File: config.mk
export PLATFORM = sky130hd
export DESIGN_NAME = bcd_xs3_sequencer
export DESIGN_NICKNAME = d
export VERILOG_FILES = /design/src/rtl/bcd_xs3_sequencer.sv
export SDC_FILE = /design/constraint.sdc
export NUM_CORES = 1
export LEC_CHECK = 0
export CORE_MARGIN = 2
export CORE_UTILIZATION = 30
export DETAILED_ROUTE_END_ITERATION = 7
export GPL_TIMING_DRIVEN = 0
export HOLD_SLACK_MARGIN = 0.08
export RECOVER_POWER = 50
export SYNTH_ARGS = -nofsm -noshare
export SYNTH_HDL_FRONTEND = slang
export SYNTH_SLANG_ARGS = --single-unit
File: constraint.sdc
create_clock -name clk -period 1.9 [get_ports clk]
set_input_delay 0.19 -clock clk [delete_from_list [all_inputs] [get_ports clk]]
set_output_delay 0.19 -clock clk [all_outputs]
set_load 0.05 [all_outputs]
File: src/rtl/bcd_xs3_sequencer.sv
// Streams a packed BCD word through a BCD-to-Excess-3 converter one digit at a time, LSD first.
// Optional: define XS3_ABORT_ON_ERR_EN to end the word after the first invalid digit is accepted.
//
// state  | meaning
// IDLE   | waiting for start; xs3_out and err hold the previous result
// EMIT   | presenting digit idx on the valid/ready handshake
// DONE   | one-cycle completion pulse
module bcd_xs3_sequencer #(
    parameter int DIGITS = 4,
    parameter int IDXW   = 3
) (
    input  logic                  clk,
    input  logic                  rst,
    input  logic                  start,
    input  logic [4*DIGITS-1:0]   bcd_in,
    input  logic                  out_ready,
    output logic                  busy,
    output logic                  digit_valid,
    output logic [3:0]            digit_out,
    output logic [IDXW-1:0]       digit_idx,
    output logic [4*DIGITS-1:0]   xs3_out,
    output logic                  done,
    output logic                  err
);

    typedef enum logic [1:0] {S_IDLE, S_EMIT, S_DONE} state_t;

    state_t              state_q, state_d;
    logic [4*DIGITS-1:0] word_q;
    logic [4*DIGITS-1:0] xs3_q;
    logic [IDXW-1:0]     idx_q;
    logic                err_q;

    logic [3:0] cur_digit;
    logic [3:0] cur_xs3;
    logic       cur_bad;
    logic       last;
    logic       load;
    logic       accept;

    // The word shifts right on every accept, so the current digit is always the low nibble.
    assign cur_digit = word_q[3:0];
    assign cur_bad   = (cur_digit > 4'd9);
    assign cur_xs3   = cur_bad ? 4'd0 : cur_digit + 4'd3;
    assign last      = (idx_q == IDXW'(DIGITS - 1));

    always_ff @(posedge clk or posedge rst) begin
        if (rst) begin
            state_q <= S_IDLE;
        end else begin
            state_q <= state_d;
        end
    end

    always_comb begin
        state_d     = state_q;
        busy        = 1'b1;
        digit_valid = 1'b0;
        done        = 1'b0;
        load        = 1'b0;
        accept      = 1'b0;
        case (state_q)
            S_IDLE: begin
                busy = 1'b0;
                if (start) begin
                    load    = 1'b1;
                    state_d = S_EMIT;
                end
            end
            S_EMIT: begin
                digit_valid = 1'b1;
                if (out_ready) begin
                    accept = 1'b1;
                    if (last) begin
                        state_d = S_DONE;
                    end
`ifdef XS3_ABORT_ON_ERR_EN
                    else if (cur_bad) begin
                        state_d = S_DONE;
                    end
`endif
                end
            end
            S_DONE: begin
                done    = 1'b1;
                state_d = S_IDLE;
            end
            default: state_d = S_IDLE;
        endcase
    end

    always_ff @(posedge clk or posedge rst) begin
        if (rst) begin
            word_q <= '0;
            xs3_q  <= '0;
            idx_q  <= '0;
            err_q  <= 1'b0;
        end else if (load) begin
            word_q <= bcd_in;
            xs3_q  <= '0;
            idx_q  <= '0;
            err_q  <= 1'b0;
        end else if (state_q == S_EMIT) begin
            if (cur_bad) begin
                err_q <= 1'b1;
            end
            if (accept) begin
                word_q <= word_q >> 4;
                for (int i = 0; i < DIGITS; i++) begin
                    if (idx_q == IDXW'(i)) begin
                        xs3_q[4*i +: 4] <= cur_xs3;
                    end
                end
                // Hold idx on the last digit so it never wraps past DIGITS-1.
                if (!last) begin
                    idx_q <= idx_q + IDXW'(1);
                end
            end
        end
    end

    assign digit_out = digit_valid ? cur_xs3 : 4'd0;
    assign digit_idx = idx_q;
    assign xs3_out   = xs3_q;
    assign err       = err_q | (digit_valid & cur_bad);

endmodule

Yosys cells after proc, flatten, opt, wreduce, memory -nomap -nowiden
Cells that the tools add are included.
Widths: inputs -> output; s select.
- equality and inequality tests: 9
- reduce and logical (&&, ||, !) cells: 17
- order comparisons: 1
- add/sub/neg operators: 2
- mux-type cells: 30
- bitwise gates (word level): 2
- operator list (cell ; count):
    $mux 16 ; 6
    $mux 4 ; 6
    $reduce_and 3->1 ; 6
    $reduce_bool 2->1 ; 7
    $mux 3 ; 4
    $mux 1 ; 10
    $eq 3x2->1 const B ; 2
    $mux 2 ; 3
    $ne 2x2->1 const B ; 3
    $add 4x2->4 const B ; 1
    $gt 4x4->1 const B ; 1
    $pmux 2 s2 ; 1
    $reduce_and 2->1 ; 2
    $add 3x1->3 const B ; 1
    $eq 3x1->1 const B ; 1
    $logic_not 3->1 ; 1
    $eq 2x1->1 const B ; 1
    $eq 2x2->1 const B ; 1
    $logic_not 2->1 ; 1
    $ne 2x1->1 const B ; 1
    $and 1x1->1 ; 1
    $or 1x1->1 ; 1
- input port bits: 20
- register bits: 38
- output and inout bits: 27
- word-level logic and storage cells: 69

Logic depth before layout (Yosys ltp)
Gate-level depths: netlist of the first run.
- depth after elaboration: 6
- gate-level depth with buffers: 6
- gate-level depth less buffers: 5

Worst setup path before layout of the first run
Ideal clock, no wire load.
- path type: register to output
- start: register word_q[0]
- end: output digit_out[0]
- data required time: 1.710 ns
- buffers on the path: 1
- arrival time: 2.290 ns
- path slack: -0.580 ns
- stages on the path, launching flop included: 7
- cells stage by stage: dfrtp_1 > inv_1 > ha_1 > o21ba_2 > clkbuf_1 > nor2_1 > nor3_1
- word-level cells in the longest chain between the ends: 3
- elaborated cells on any way between the ends: 4
- classes of those cells: add/sub (1); order compare (1); mux (2)
- RTL lines (what ; RTL line ; source):
    start, declared ; 29 ; logic [4*DIGITS-1:0] word_q;
    start signal, assigned ; 99 ; word_q <= bcd_in;
    start signal, assigned ; 108 ; word_q <= word_q >> 4;
    $add 4x2->4 / $gt 4x4->1 (equally long branches) ; 44, 43 ;
    $mux 4 * ; 44 ; assign cur_xs3 = cur_bad ? 4'd0 : cur_digit + 4'd3;
    $mux 4 * ; 122 ; assign digit_out = digit_valid ? cur_xs3 : 4'd0;
    end, declared ; 19 ; output logic [3:0] digit_out,
Mark *: on every way between the ends. The rest lies on a longest branch, timed or not.

Worst setup path in the final report of the first run
- start: register word_q[0]
- end: output err
- word-level cells in the longest chain between the ends: 3
- RTL lines (what ; RTL line ; source):
    $gt 4x4->1 ; 43 ; assign cur_bad = (cur_digit > 4'd9);
    $and 1x1->1 ; 125 ; assign err = err_q | (digit_valid & cur_bad);
    $or 1x1->1 ; 125 ;
    end, declared ; 23 ; output logic err
No other way between the ends.

==> results of run 1 <==
## where the power goes
group          internal, mW  switching, mW  leakage (nW)  total, mW
registers              1.13          0.229         0.493       1.36
clock network         0.293          0.283        0.0482      0.575
logic                  1.40           2.08         0.667       3.48
## cell families after synthesis
group,share of synthesized area [%]
multiplexers,7.27
AO/OA/AOI/OAI,22.3
XOR/XNOR,0.443
adder cells (fa/ha/maj),4.42
flip-flops,48.0
AND/OR/NAND/NOR,10.2
buffers and inverters,7.33
## registers in the layout (all words and copies together), names as in the netlist
name and flops:
word_q 16, xs3_out 16, digit_idx 3, state_q 2, err_q 1
## cells in the final DEF, fill, tap and decap left out, drive strengths merged, types with 7 or more instances in the layout
| master | synthesis | final |
|---|---|---|
| nor2 | 7 | 7 |
| o21ai | 32 | 32 |
| mux2i | 14 | 14 |
| a21oi | 15 | 15 |
| buf | 10 | 25 |
| ha | 7 | 7 |
| clkbuf | 4 | 14 |
| dfrtp | 38 | 38 |
| inv | 12 | 12 |
| clkdlybuf4s50 | 0 | 37 |
## path summary, 6_finish.rpt
check,slack (ps),to
hold / removal,500,xs3_out[15]$_DFFE_PP0P_
hold reg to reg,500,word_q[12]$_DFFE_PP0P_
setup / recovery,10,err
max in group asynchronous,850,state_q[1]$_DFFE_PP0P_
min in group clk,500,word_q[12]$_DFFE_PP0P_
setup reg to reg,110,word_q[3]$_DFFE_PP0P_
## cell type report
| class | instances | area (sq um) |
|---|---|---|
| clock buffer | 7 | 86.3 |
| buffer | 14 | 95.1 |
| clock inverter | 1 | 5.00 |
| tap | 77 | 96.3 |
| timing repair buffer | 58 | 542 |
| sequential | 38 | 953 |
| fill | 629 | 3530 |
| multi-input combinational | 124 | 987 |
| inverter | 13 | 55.1 |
## routing by layer
layer  global-route usage [%]  wire length, um  up-vias
li1                         -                -      818
met1                     17.7             2230      813
met2                     23.1             2450       46
met3                     3.11              205        5
met4                     3.90               40        0
met5                        0                0        -
## stage by stage
| stage | setup TNS (ps) | instances | cell area (sq um) | power [mW] | utilization (%) |
|---|---|---|---|---|---|
| detailed placement | -3360 | 312 | 2560 | 4.36 | 40.3 |
| finish | 0 | 332 | 2820 | 5.42 | 44.4 |
| CTS | -96.0 | 323 | 2740 | 5.23 | 43.1 |
| global placement | -4600 | 312 | 2560 | 4.32 | 40.3 |
| floorplan | 0 | 189 | 2000 | 3.48 | - |
| global route | -71.5 | 332 | 2820 | 5.75 | 44.4 |
## what timing repair did
item	4_1_cts	5_1_grt
setup buffers	3	9
endpoints found under the setup margin	8	7
pin swaps	0	5
gates resized for setup	56	13
gates cloned	0	0
==> impl_metrics.csv, run 1 <==
group,metric,value,unit
sta,skew,3.10,ps
cts,hold_buffers,0,
cts,insertion_delay,290,ps
logic_synthesis,ys_seq_area_share,48.0,%
outcome,status,"finished clean",
route,dr.pass1.iters,4,
logic_synthesis,ys_top_cells_by_count,"dfrtp_1 (38), o21ai_0 (25), a21oi_1 (15)",
logic_synthesis,synthTopCellsByArea,"dfrtp_1 (48%), mux2i_1 (6.6%), o21ai_0 (6.3%)",
logic_synthesis,yosysMostFrequentCell,"dfrtp_1",
sta,fin_crit_sh,99.4,%
die,ios,47,
route,drc_errors,0,
critical_path,worstPathMaxFanout,4,
sta,slew_viol_final,0,
cts,clock-root-buffer,"clkbuf_8",
logic_synthesis,syn-cell-area,1980,sq um
cts,cts_buffer_depth,2,
die,die_h,85.2,um
route,ant_nets,0,
cts,numCtsBuffers,5,
logic_synthesis,synth_top_cell_by_area,"dfrtp_1",
route,detail_route.wl_per_cell,14.8,um
critical_path,cp.required,1710,ps
job,drv_cap,0,
power,leakagePower,1.21,nW
logic_synthesis,synth_fp_nets,216,
critical_path,start_kind,"flop",
layout,drive_above_1_share,20.8,%
global_routing,grt_overflow,0,
sta,maxSlewHeadroom,48.0,%
logic_synthesis,yosys_warnings,0,
die,die_x,85.2,um
layout,syn_to_final_growth,42.5,%
global_routing,grt_max_degree,39,
critical_path,slowest_delay,460,ps
die,start_util,31.2,%
critical_path,endpoint_kind,"primary output",
die,die_area,7260,sq um
place,globalplace.congestion,0.762,
logic_synthesis,synth_seq_cells,38,
cts,clk_pin_slew,70,ps
critical_path,cp_common_cell,"buf_8",
sta,timing.final.ws_setup,10.6,ps
sta,max_freq,0.529,GHz
sta,setup_violations,0,
logic_synthesis,synth-edff-count,0,
sta,holdWs,497,ps
critical_path,timing.rr.start,"state_q[1]$_DFFE_PP0P_",
cts,htreeDepth,2,
global_routing,grt_usage,13.7,%
die,rows,29,
place,dp_slack,-750,ps
power,p_per_area,1920,nW/um^2
power,max-vdd-ir-drop,0.000730,V
critical_path,path_delay_family,"flip-flops",
sta,fin_crit,1890,ps
route,via_per_inst,5.07,
critical_path,critPathArrivalTime,1700,ps
critical_path,critPathLaunch,"word_q[0]$_DFFE_PP0P_",
critical_path,r2r.worst_path.cells,6,
hold_path,hold_class,"input pin to async pin",
logic_synthesis,synth_cell_types,39,
logic_synthesis,async_flop_share,100,%
cts,cts.sinks,38,
global_routing,grt_pass1_vias,1655,
sta,hold_viol,0,
global_routing,grt_pass1_wl,8.00,mm
critical_path,crit_chain,"inv_4 -> ha_4 -> o21ba_4 -> buf_8 -> nor3_4 -> or2_4 -> buf_8",
place,port_buffers,46,
sta,worst_slew_pin_slew,779,ps
die,core,6350,sq um
critical_path,slowest_stage,"dfrtp_2",
logic_synthesis,ys.flop_type,"dfrtp_1",
route,wl,4.93,mm
sta,rsz0062_at_grt,"true",
place,dp_hpwl,3.38,mm
layout,nets,281,
critical_path,cp_num_buf_inv,3,
logic_synthesis,syn_inst,189,
route,first_iter_violations,63,
critical_path,worst-setup-path-type,"flop to primary output",
route,num_vias,1682,
logic_synthesis,syn_avg_cell_area,10.5,sq um
cts,tritoncts,"built",
global_routing,antenna_found_initial,0,
critical_path,path_depth,7,
layout,diodes,0,
logic_synthesis,netlist.area_leader.share,48.0,%
No activity file was read; power rests on OpenSTA's default activity.
==> inputs of run 2 (changes only) <==
--- a/config.mk
+++ b/config.mk
@@ -5,6 +5,7 @@
 export SDC_FILE = /design/constraint.sdc
 export NUM_CORES = 1
 export LEC_CHECK = 0
+export CORE_ASPECT_RATIO = 0.6
 export CORE_MARGIN = 2
 export CORE_UTILIZATION = 30
 export DETAILED_ROUTE_END_ITERATION = 7
==> run 2 against run 1 <==
Against the previous run:
- the flow now finishes with violations (negative setup slack)
- combinational power down 3%
- register-to-register slack worse by 130 ps
- clock power up 50%
- global-route usage up 2.0 points
- worst setup slack worse by 59 ps
- clock skew up 7.6 ps
- flip-flop and latch count unchanged
- clock-buffer cell count down 1
- die area up 0.29%
- largest power group unchanged
- final area down 0.62%
- core utilization up 0.44 points
==> impl_metrics.csv, run 2 (synthesis gave the netlist of run 1 again) <==
group,metric,value,unit
sta,max_freq,0.513,GHz
critical_path,crit_chain,"buf_6 -> ha_4 -> o21ba_4 -> clkbuf_8 -> nor3_4 -> or2_4 -> buf_8",
cts,htreeDepth,2,
sta,timing.final.ws_setup,-48.7,ps
outcome,status,"complete, but fails checks",
layout,drive_above_1_share,17.3,%
power,max-vdd-ir-drop,0.00109,V
route,num_vias,1653,
route,ant_nets,0,
place,globalplace.congestion,0.752,
layout,syn_to_final_growth,41.6,%
power,p_sw,2.60,mW
cts,cts_buffer_depth,2,
critical_path,slowest_delay,430,ps
cts,insertion_delay,290,ps
layout,layout_commonest_cell,"clkdlybuf4s50_1",
global_routing,grt_max_degree,39,
outcome,violations,"negative setup slack",
die,ios,47,
cts,clk_pin_slew,80,ps
place,port_buffers,46,
global_routing,antenna_found_initial,0,
route,drc_errors,0,
critical_path,start_kind,"flop",
critical_path,worst-setup-path-type,"flop to primary output",
sta,holdWs,498,ps
job,drv_cap,0,
die,die_x,109,um
route,detail_route.wl_per_cell,15.5,um
critical_path,worstPathMaxFanout,3,
power,p_int,2.99,mW
critical_path,timing.rr.start,"state_q[1]$_DFFE_PP0P_",
layout,diodes,0,
critical_path,slowest_stage,"dfrtp_2",
layout,nets,274,
critical_path,cp.required,1710,ps
die,start_util,31.7,%
global_routing,grt_pass1_vias,1649,
sta,fin_crit_sh,103,%
die,core,6250,sq um
critical_path,r2r.worst_path.cells,5,
critical_path,endpoint_kind,"primary output",
power,pwr-share-seq,24.0,%
hold_path,hold_class,"flop to flop",
power,swShare,46.5,%
power,pwr-share-clk,15.4,%
sta,hold_viol,0,
global_routing,grt_pass1_wl,8.56,mm
cts,cts.sinks,38,
power,leakagePower,1.19,nW
sta,skew,10.7,ps
sta,setup_violations,6,
layout,most-common-layout-cells,"clkdlybuf4s50_1 (38), dfrtp_1 (36), o21ai_0 (25)",
cts,numCtsBuffers,5,
sta,slew_viol_final,0,
die,rows,22,
sta,worst_slew_pin_slew,1450,ps
die,die_area,7290,sq um
route,via_per_inst,4.98,
route,dr.pass1.iters,4,
sta,maxSlewHeadroom,2.90,%
die,die_h,66.9,um
route,first_iter_violations,90,
power,comb_power_share,60.6,%
place,dp_hpwl,3.67,mm
power,p_per_area,1990,nW/um^2
cts,clock-root-buffer,"clkbuf_8",
global_routing,grt_usage,15.7,%
global_routing,grt_overflow,0,
critical_path,critPathArrivalTime,1760,ps
route,wl,5.15,mm
critical_path,r2r-end,"word_q[1]$_DFFE_PP0P_",
critical_path,critPathLaunch,"word_q[0]$_DFFE_PP0P_",
critical_path,endpoint,"err",
sta,fin_crit,1950,ps
critical_path,rrSetupSlack,-20,ps
place,dp_slack,-815,ps
sta,rsz0062_at_grt,"true",
cts,tritoncts,"built",
## run 2: layout make-up
cell class,count,area [sq um]
Buffer,14,85.1
Clock buffer,6,82.6
Clock inverter,2,60.1
Fill cell,621,3450
Inverter,13,48.8
Multi-Input combinational cell,124,982
Sequential cell,38,953
Tap cell,84,105
Timing Repair Buffer,51,485
## run 2: worst min path at each step
stage / from / end / slack [ps] / depth (start not counted)
global route: word_q[13]$_DFFE_PP0P_ / word_q[13]$_DFFE_PP0P_ / 520 / 1
CTS: rst / xs3_out[3]$_DFFE_PP0P_ / 410 / 2
floorplan: bcd_in[14] / word_q[14]$_DFFE_PP0P_ / 330 / 1
finish: word_q[15]$_DFFE_PP0P_ / word_q[15]$_DFFE_PP0P_ / 500 / 1
global placement: err_q$_DFFE_PP0P_ / err_q$_DFFE_PP0P_ / 470 / 1
detailed placement: word_q[15]$_DFFE_PP0P_ / word_q[15]$_DFFE_PP0P_ / 470 / 1
## run 2: power groups by stage
stage               sequential [mW]  combinational, mW  clock [mW]
floorplan                      1.81               1.67           0
global placement               1.36               3.00           0
detailed placement             1.37               3.02           0
CTS                            1.34               3.39       0.881
global route                   1.39               3.62       0.925
finish                         1.34               3.38       0.860
## run 2: worst max-delay path, delay by kind of cell, from the launching register on
kind / cells / cell delay [ps]
buf+inv: 3 / 410
simple gates: 2 / 280
compound gates: 1 / 200
flops: 1 / 430
fa+ha+maj: 1 / 150
## run 2: per-stage QoR
step	utilization, %	power, mW	area [sq um]	instances	setup TNS, ps
2_1_floorplan	-	3.48	2000	189	0
3_3_place_gp	41.1	4.36	2570	319	-7050
3_5_place_dp	41.1	4.39	2570	319	-3510
4_1_cts	45.4	5.62	2830	331	-133
5_1_grt	44.9	5.94	2800	332	-1500
6_report	44.9	5.59	2800	332	-145
## run 2: what timing repair did
item,CTS,global route
resized for setup,59,3
hold buffers,0,0
gates cloned,0,0
pin swaps,2,2
buffers inserted,4,1
endpoints found under the setup margin,8,7
## run 2: per-layer routing
metal / global-route usage, % / wire, um / vias to the layer above
li1: - / - / 808
met1: 24.4 / 2780 / 798
met2: 20.7 / 2030 / 42
met3: 4.21 / 304 / 5
met4: 4.33 / 39 / 0
met5: 0 / 0 / -
==> inputs of run 3 (changes only) <==
--- a/config.mk
+++ b/config.mk
@@ -6,9 +6,10 @@
 export NUM_CORES = 1
 export LEC_CHECK = 0
 export CORE_ASPECT_RATIO = 0.6
-export CORE_MARGIN = 2
+export CORE_MARGIN = 1.5
 export CORE_UTILIZATION = 30
 export DETAILED_ROUTE_END_ITERATION = 7
+export DONT_BUFFER_PORTS = 1
 export GPL_TIMING_DRIVEN = 0
 export HOLD_SLACK_MARGIN = 0.08
 export RECOVER_POWER = 50
==> run 3 against run 2 <==
Against the previous run:
- power fell by 6.2%
- first-iteration DRC count rose by 20%
- critical path depth fell by 1
- highest routed layer unchanged
- clock-buffer cell count did not move
- core utilization fell by 4.8 points
- register-to-register slack improved by 120 ps
- global-route usage rose by 0.77 points
- the flow still finishes with violations (negative setup slack)
- combinational power fell by 26%
- sequential share of layout area rose by 4.2 points
- via count fell by 5.6%
==> impl_metrics.csv, run 3 (synthesis gave the netlist of run 1 again) <==
group,metric,value,unit
die,ios,47,
route,detail_route.wl_per_cell,17.6,um
layout,utilization,40.1,%
layout,drive_above_1_share,23.7,%
sta,worst_slew_pin_slew,818,ps
job,drv_cap,0,
sta,skew,8.59,ps
layout,layout_commonest_cell,"dfrtp_1",
cts,cts.sinks,38,
sta,fin_crit,1930,ps
route,first_iter_violations,108,
route,num_vias,1560,
global_routing,grt_max_degree,39,
layout,diodes,0,
route,drc_errors,0,
cts,htreeDepth,2,
critical_path,endpoint_kind,"primary output",
critical_path,critPathArrivalTime,1740,ps
die,start_util,31.7,%
cts,clock-root-buffer,"clkbuf_8",
place,port_buffers,0,
global_routing,grt_pass1_vias,1589,
sta,holdWs,84.8,ps
sta,timing.final.ws_setup,-25.1,ps
die,rows,22,
die,die_area,7110,sq um
cts,insertion_delay,300,ps
global_routing,antenna_found_initial,0,
power,max-vdd-ir-drop,0.000900,V
hold_path,hold_class,"input pin to flop",
sta,setup_violations,3,
layout,ff_latch_area,956,sq um
global_routing,grt_usage,16.5,%
place,dp_hpwl,3.74,mm
global_routing,grt_pass1_wl,8.70,mm
place,dp_slack,-155,ps
cts,numCtsBuffers,5,
critical_path,worst-setup-path-type,"flop to primary output",
die,die_h,65.9,um
die,die_x,108,um
layout,fin_area,2500,sq um
outcome,status,"complete, but fails checks",
place,globalplace.congestion,0.804,
route,via_per_inst,5.22,
power,leakagePower,1.07,nW
sta,fin_setup_tns,-64.3,ps
die,core,6250,sq um
layout,nets,241,
layout,most-common-layout-cells,"dfrtp_1 (34), o21ai_0 (25), a21oi_1 (15)",
sta,maxSlewHeadroom,45.4,%
critical_path,start_kind,"flop",
route,dr.pass1.iters,4,
route,wl,5.28,mm
layout,fill_cells,609,
layout,syn_to_final_growth,26.5,%
cts,cts_buffer_depth,2,
sta,slew_viol_final,0,
sta,rsz0062_at_grt,"true",
global_routing,grt_overflow,0,
critical_path,cp.required,1710,ps
cts,clk_pin_slew,80,ps
sta,hold_viol,0,
sta,fin_crit_sh,101,%
critical_path,worstPathMaxFanout,4,
outcome,violations,"negative setup slack",
route,ant_nets,0,
sta,max_freq,0.519,GHz
cts,tritoncts,"built",
layout,multi_input_comb_area,983,sq um
power,p_per_area,2090,nW/um^2
place,dpl_cell_area,2110,sq um
run 3: critical path, stage by stage (launching register included):
cell	delay, ps
dfrtp_1	400
inv_2	100
ha_4	150
o21ba_4	150
buf_8	110
nor2_4	50
nor3_4	490
run 3: where the power goes:
part / total, mW / leakage, nW / internal [mW] / switching, mW
clock: 0.877 / 0.0714 / 0.561 / 0.316
sequential: 1.87 / 0.490 / 1.12 / 0.750
combinational: 2.49 / 0.509 / 0.978 / 1.51
run 3: area by class of cell:
class / count / share of cell area [%]
inverters: 13 / 2.05
plain buffers: 14 / 4.30
repair buffers: 18 / 6.30
flip-flops and latches: 38 / 38.2
well taps: 84 / 4.20
multi-input cells: 124 / 39.3
clock buffers: 6 / 3.30
clock inverters: 2 / 2.40
run 3: stage by stage:
step | cells | power, mW
CTS | 297 | 5.23
global route | 299 | 5.59
detailed placement | 273 | 3.90
finish | 299 | 5.24
floorplan | 189 | 3.48
global placement | 273 | 3.86
run 3: worst paths after layout:
kind	start	endpoint	slack, ps	cells after the start
worst max-delay path	word_q[1]$_DFFE_PP0P_	digit_out[1]	-30	6
worst min-delay path	bcd_in[2]	word_q[2]$_DFFE_PP0P_	80	2
worst max register to register	digit_idx[2]$_DFFE_PP0P_	xs3_out[0]$_DFFE_PP0P_	100	5
worst min register to register	word_q[12]$_DFFE_PP0P_	word_q[12]$_DFFE_PP0P_	490	1
max in group asynchronous	rst	state_q[1]$_DFFE_PP0P_	820	2
min in group asynchronous	rst	xs3_out[11]$_DFFE_PP0P_	510	2
run 3: metal layers:
metal / track usage, % / up-vias / wire length (um)
met2: 22.3 / 50 / 2190
met4: 4.44 / 0 / 19
met3: 5.71 / 2 / 422
met1: 24.4 / 773 / 2640
li1: - / 735 / -
met5: 0 / - / 0
run 3: timing repair:
action / 4_1_cts / 5_1_grt
setup endpoints to repair: 9 / 6
gates resized for setup: 25 / 2
buffers inserted: 7 / 2
pin swaps: 5 / 2
hold buffers: 9 / 0
hold endpoints to repair: 46 / 0
